## src/rtl/snake_engine.sv

```systemverilog
// snake_engine: segment position memory with tick-driven movement and growth, edge handling,
// a serial self-collision scan and a registered per-pixel head/body hit test.
module snake_engine #(
   parameter int unsigned MAX_LEN  = 32,
   parameter int unsigned INIT_LEN = 3,
   parameter int unsigned CELL     = 10,
   parameter int unsigned X_MAX    = 640,
   parameter int unsigned Y_MAX    = 480,
   parameter int unsigned START_X  = 300,
   parameter int unsigned START_Y  = 300,
   parameter int unsigned WRAP     = 0,
   parameter int unsigned LW       = $clog2(MAX_LEN + 1)
) (
   input  logic          clk_d,
   input  logic          reset,
   input  logic          start,
   input  logic          tick,
   input  logic [2:0]    direction,
   input  logic          grow,
   input  logic [9:0]    xCount,
   input  logic [9:0]    yCount,
   output logic          snakeHead,
   output logic          snakeBody,
   output logic [LW-1:0] length,
   output logic          collide,
   output logic          busy
);

   localparam int unsigned IW    = (MAX_LEN > 1) ? $clog2(MAX_LEN) : 1;
   localparam logic [10:0] CellW = 11'(CELL);
   localparam logic [10:0] XLast = 11'(X_MAX - CELL);
   localparam logic [10:0] YLast = 11'(Y_MAX - CELL);
   localparam bit          Wrap  = (WRAP != 0);

   localparam logic [2:0] DirUp    = 3'b001;
   localparam logic [2:0] DirLeft  = 3'b010;
   localparam logic [2:0] DirDown  = 3'b011;
   localparam logic [2:0] DirRight = 3'b100;
   localparam logic [2:0] DirHold  = 3'b111;

   typedef enum logic [1:0] {StIdle, StRun, StCheck, StDead} state_e;

   state_e        r_state, w_state_nxt;
   logic [9:0]    r_seg_x [MAX_LEN];
   logic [9:0]    r_seg_y [MAX_LEN];
   logic [LW-1:0] r_len;
   logic [2:0]    r_last_dir;
   logic [IW-1:0] r_idx;
   logic          r_head, r_body;

   logic [2:0]    w_dir;
   logic          w_reverse;
   logic [10:0]   w_hx, w_hy;
   logic          w_out;
   logic          w_match;
   logic          w_move;
   logic [LW-1:0] w_last_idx;
   logic          w_head_hit, w_body_hit;

   // Left/top edges inclusive, right/bottom exclusive; 11-bit so segX+CELL cannot overflow.
   function automatic logic cell_hit(input logic [9:0] px, input logic [9:0] py,
                                     input logic [9:0] sx, input logic [9:0] sy);
      logic [10:0] x11, y11, sx11, sy11;
      x11  = {1'b0, px};
      y11  = {1'b0, py};
      sx11 = {1'b0, sx};
      sy11 = {1'b0, sy};
      return (x11 >= sx11) && (x11 < sx11 + CellW) && (y11 >= sy11) && (y11 < sy11 + CellW);
   endfunction

   always_comb begin
      w_reverse = ((direction == DirUp)    && (r_last_dir == DirDown))  ||
                  ((direction == DirDown)  && (r_last_dir == DirUp))    ||
                  ((direction == DirLeft)  && (r_last_dir == DirRight)) ||
                  ((direction == DirRight) && (r_last_dir == DirLeft));
      w_dir = r_last_dir;
      case (direction)
         DirUp, DirLeft, DirDown, DirRight:
            w_dir = (w_reverse && (r_len > LW'(1))) ? r_last_dir : direction;
         DirHold: w_dir = DirHold;
         default: w_dir = r_last_dir;
      endcase
   end

   // Candidate head position; w_out flags a step across a playfield edge.
   always_comb begin
      w_hx  = {1'b0, r_seg_x[0]};
      w_hy  = {1'b0, r_seg_y[0]};
      w_out = 1'b0;
      case (w_dir)
         DirUp: begin
            if (w_hy < CellW) begin
               w_out = 1'b1;
               w_hy  = YLast;
            end else begin
               w_hy = w_hy - CellW;
            end
         end
         DirLeft: begin
            if (w_hx < CellW) begin
               w_out = 1'b1;
               w_hx  = XLast;
            end else begin
               w_hx = w_hx - CellW;
            end
         end
         DirDown: begin
            if (w_hy + CellW > YLast) begin
               w_out = 1'b1;
               w_hy  = 11'd0;
            end else begin
               w_hy = w_hy + CellW;
            end
         end
         DirRight: begin
            if (w_hx + CellW > XLast) begin
               w_out = 1'b1;
               w_hx  = 11'd0;
            end else begin
               w_hx = w_hx + CellW;
            end
         end
         default: ;
      endcase
   end

   always_comb begin
      w_state_nxt = r_state;
      w_move      = 1'b0;
      w_last_idx  = r_len - LW'(1);
      w_match     = (r_seg_x[r_idx] == r_seg_x[0]) && (r_seg_y[r_idx] == r_seg_y[0]);
      unique case (r_state)
         StIdle: if (start) w_state_nxt = StRun;
         StRun: begin
            if (tick && (w_dir != DirHold)) begin
               if (w_out && !Wrap) begin
                  w_state_nxt = StDead;
               end else begin
                  w_move      = 1'b1;
                  w_state_nxt = StCheck;
               end
            end
         end
         StCheck: begin
            if (r_len <= LW'(1))                  w_state_nxt = StRun;
            else if (w_match)                     w_state_nxt = StDead;
            else if (LW'(r_idx) == w_last_idx)    w_state_nxt = StRun;
         end
         StDead: ;
         default: w_state_nxt = StIdle;
      endcase
      // Dropping start aborts everything, including a scan in progress.
      if (!start) w_state_nxt = StIdle;
   end

   always_ff @(posedge clk_d or negedge reset) begin
      if (!reset) r_state <= StIdle;
      else        r_state <= w_state_nxt;
   end

   always_ff @(posedge clk_d or negedge reset) begin
      if (!reset) begin
         for (int k = 0; k < MAX_LEN; k++) begin
            r_seg_x[k] <= 10'(START_X);
            r_seg_y[k] <= 10'(START_Y);
         end
         r_len      <= LW'(INIT_LEN);
         r_last_dir <= DirHold;
         r_idx      <= IW'(1);
      end else if (!start) begin
         for (int k = 0; k < MAX_LEN; k++) begin
            r_seg_x[k] <= 10'(START_X);
            r_seg_y[k] <= 10'(START_Y);
         end
         r_len      <= LW'(INIT_LEN);
         r_last_dir <= DirHold;
         r_idx      <= IW'(1);
      end else if (w_move) begin
         for (int k = 1; k < MAX_LEN; k++) begin
            r_seg_x[k] <= r_seg_x[k-1];
            r_seg_y[k] <= r_seg_y[k-1];
         end
         r_seg_x[0] <= w_hx[9:0];
         r_seg_y[0] <= w_hy[9:0];
         r_last_dir <= w_dir;
         if (grow && (r_len < LW'(MAX_LEN))) r_len <= r_len + LW'(1);
         r_idx <= IW'(1);
      end else if (r_state == StCheck) begin
         r_idx <= r_idx + IW'(1);
      end
   end

   always_comb begin
      w_head_hit = cell_hit(xCount, yCount, r_seg_x[0], r_seg_y[0]);
      w_body_hit = 1'b0;
      for (int k = 1; k < MAX_LEN; k++) begin
         if ((LW'(k) < r_len) && cell_hit(xCount, yCount, r_seg_x[k], r_seg_y[k])) begin
            w_body_hit = 1'b1;
         end
      end
   end

   always_ff @(posedge clk_d or negedge reset) begin
      if (!reset) begin
         r_head <= 1'b0;
         r_body <= 1'b0;
      end else begin
         r_head <= w_head_hit;
         r_body <= w_body_hit;
      end
   end

   assign snakeHead = r_head;
   assign snakeBody = r_body;
   assign length    = r_len;
   assign collide   = (r_state == StDead);
   assign busy      = (r_state == StCheck);

endmodule

```

## config.mk

```make
export PLATFORM = sky130hd
export DESIGN_NAME = snake_engine
export DESIGN_NICKNAME = d
export VERILOG_FILES = /design/src/rtl/snake_engine.sv
export SDC_FILE = /design/constraint.sdc
export NUM_CORES = 2
export LEC_CHECK = 0
export CAP_MARGIN = 30
export CORE_MARGIN = 3
export CORE_UTILIZATION = 66
export CTS_CLUSTER_DIAMETER = 100
export CTS_CLUSTER_SIZE = 24
export DETAILED_ROUTE_END_ITERATION = 6
export PLACE_DENSITY_LB_ADDON = 0.15
export SYNTH_ARGS = -nofsm -noshare
export SYNTH_HDL_FRONTEND = slang
export SYNTH_SLANG_ARGS = --single-unit
```

## constraint.sdc

```tcl
create_clock -name clk_d -period 4.1 [get_ports clk_d]
set_input_delay 0.41 -clock clk_d [delete_from_list [all_inputs] [get_ports clk_d]]
set_output_delay 0.41 -clock clk_d [all_outputs]
set_load 0.005 [all_outputs]
```

==> impl_metrics.yaml <==
cells_and_area:
  fin_util: 0.708
  final-seq-area_sq_um: 15200
  drive_above_1_share: 0.0984
  multi_input_area_sq_um: 44000
  fin_nets: 8616
  area_delta_synth_final_pct: 6.37
  fin_cells: 8655
  final_common_cell: "ha_1"
  layout_common_cells: "ha_1, nand2_1, inv_1"
  fillCellCount: 7532
sta:
  worstMarginPinSlew_ns: 1.06
  setup_viol: 0
  skew_ns: 0.0359
  slew_headroom: 0.286
  max_freq_mhz: 249
  rsz0062_at_grt: "no"
  fin_crit_sh: 0.979
  hold_violations: 0
  slew_viol_final: 0
  min_period_ns: 4.01
  timing.hold.ws_ns: 0.238
run_status:
  failed_checks: "design-rule violations"
  outcome: "finished with violations"
yosys:
  syn_nets: 8608
  ys_types: 88
  synth-seq-cells: 594
  synthCells: 7352
  avgSynthCellArea_sq_um: 8.62
  ys_warn_count: 0
  synth_area_sq_um: 63400
  ys.flop_type: "dfrtp_1"
  async_flop_share: 1.00
  synth_edf_count: 0
  ys_seq_area_frac: 0.240
critical_path:
  slowest_delay_ns: 0.76
  rr_endpoint: "r_state[0]$_DFFE_PN0P_"
  worst_ep_arrival_time_ns: 4.53
  r2r_start: "r_idx[1]$_DFFE_PN0P_"
  cp_cell_sequence: "or3b_2, o22ai_1, a2111oi_1, buf_4, nor2_1, xnor2_1, buf_4, nand4_1, or3_1, nand2_1, mux2_2"
  crit_top_cell: "buf_4"
  rrSetupSlack_ns: 0.09
  critPathMaxFanout: 22
  critPathBufInv: 2
  worstRegToRegCells: 11
  worstSetupStartpointType: "flip-flop"
  crit_family: "simple AND/OR/NAND/NOR gates"
  worstSetupEndpointType: "flip-flop"
  cpMaxStageDelayCell: "or3b_2"
  critical_path_class: "flip-flop to flip-flop"
  cp.required_ns: 4.62
floorplan:
  rows: 113
  fp.dieW_um: 316
  start_util: 0.666
  dieHeight_um: 316
  die-area_sq_um: 99800
  ios: 38
  core_area_sq_um: 95200
place:
  dp_hpwl_um: 163000
  io_buffers: 35
  gp_congestion: 1.05
  placed_cells: 8582
pwr:
  ir_drop_mv: 0.372
  power_mw: 20.6
  leakagePower_nw: 30.8
  p_per_area_nw_per_um2: 306
detailed_routing:
  first_pass_iters: 7
  drc: 4
  finalWirelength_um: 220000
  vias: 58700
  vias_per_cell: 6.79
  final_antenna_net_count: 0
  wl_per_cell_um: 25.5
  drtIter0Drc: 7573
min_path:
  hp-start: "start"
  whs_path_depth: 2
  hp-class: "input port to flip-flop"
  hold_path_end: "r_seg_y[313]$_DFFE_PN1P_"
cts:
  cts_tree: "yes"
  root_buffer: "clkbuf_16"
  cts_made_buffers: 34
  clock-sinks: 594
  cts.clk_slew.worst_paths_ns: 0.11
  clk_path_buf_depth: 3
  clock_latency_ns: 0.62
  htreeDepth: 2
run:
  cap_violations: 0
global_route:
  grt_pass1_vias: 54900
  grt_use_total: 0.432
  grt_max_degree: 141
  grt_pass1_wl_um: 333000
  antenna_found_initial: 13
  gr-total-overflow: 0
worst max-delay path by stage:
stage | slack (ns) | to | from | depth (start not counted)
3_3_place_gp | 0.13 | r_seg_x[144]$_DFFE_PN0P_ | direction[1] | 12
5_1_grt | 0.02 | r_seg_x[26]$_DFFE_PN0P_ | r_seg_y[312]$_DFFE_PN1P_ | 13
4_1_cts | 0.15 | r_state[0]$_DFFE_PN0P_ | r_idx[0]$_DFFE_PN1P_ | 12
2_1_floorplan | 0.81 | r_state[0]$_DFFE_PN0P_ | r_idx[0]$_DFFE_PN1P_ | 12
3_5_place_dp | -0.09 | r_seg_x[117]$_DFFE_PN0P_ | direction[1] | 12
6_report | 0.09 | r_state[0]$_DFFE_PN0P_ | r_idx[1]$_DFFE_PN0P_ | 11
area by class of cell:
class / instances / area share
Multi-Input combinational cell: 5770 / 0.653
Inverter: 664 / 0.0371
Antenna cell: 4 / 0.000148
Clock buffer: 50 / 0.0151
Timing Repair Buffer: 296 / 0.0441
Sequential cell: 594 / 0.226
Clock inverter: 12 / 0.00174
Tap cell: 1265 / 0.0235
metal layers:
metal	GRT usage	share of wire	up-vias
li1	-	-	26300
met1	0.592	0.40	28400
met2	0.613	0.40	3371
met3	0.142	0.14	661
met4	0.202	0.058	16
met5	0	0.00051	-
Yosys cell counts (57+ instances only):
cell type,instances,share of area
xnor2_1,413,0.057
inv_1,658,0.039
nor2_1,176,0.010
nor3_1,147,0.012
ha_1,1228,0.24
nand2_1,1030,0.061
o21a_1,157,0.019
mux2i_1,77,0.012
a21oi_1,635,0.050
o21ai_0,429,0.034
dfstp_2,262,0.11
a211oi_1,57,0.0068
a21o_1,120,0.014
dfrtp_1,332,0.13
buf_2,115,0.0091
o211ai_1,297,0.035
xor2_1,70,0.0097
nand3_1,73,0.0058
mux4_2,103,0.037
nand2b_1,138,0.014
clkbuf_1,148,0.0088
state kept, by name (all words and copies together) (netlist names):
name	cells
length	6
r_idx	5
r_last_dir	3
r_seg_x	288
r_seg_y	288
r_state	2
snakeBody	1
snakeHead	1
cell families (layout without fill, tap and decap cells):
kind of cell | Yosys count | count (layout) | synth area share
adder cells (fa/ha/maj) | 1229 | 1229 | 0.243
AND/OR/NAND/NOR | 1829 | 1829 | 0.130
flip-flops | 594 | 594 | 0.240
buffers and inverters | 988 | 1022 | 0.0664
other | 0 | 4 | 0
multiplexers | 183 | 183 | 0.0494
AO/OA/AOI/OAI | 2046 | 2046 | 0.205
XOR/XNOR | 483 | 483 | 0.0667
per-stage QoR:
step | instance area (sq um) | TNS, ns | worst slack, ns
finish | 67400 | 0 | 0.0873
global route | 67400 | 0 | 0.0191
CTS | 67300 | 0 | 0.154
detailed placement | 66200 | -4.25 | -0.0905
global placement | 66100 | 0 | 0.125
floorplan | 63400 | 0 | 0.806
power by group:
group          total, mW  switching [mW]  internal (mW)
combinational       8.67            5.25           3.41
clock               4.19            2.39           1.80
sequential          7.78            1.01           6.77
what timing repair did:
| action | CTS | global route |
|---|---|---|
| gates resized for setup | 0 | 8 |
| setup buffers | 0 | 2 |
| hold buffers | 1 | 0 |
| hold endpoints to repair | 51 | 0 |
| endpoints found under the setup margin | 0 | 5 |
worst register-to-register path, cell delays in order, from the launching register on:
cell,delay [ns]
dfrtp_4,0.73
or3b_2,0.77
o22ai_1,0.31
a2111oi_1,0.49
buf_4,0.22
nor2_1,0.09
xnor2_1,0.29
buf_4,0.17
nand4_1,0.07
or3_1,0.37
nand2_1,0.10
mux2_2,0.33
Note: power is estimated with default switching activity, not from simulation.
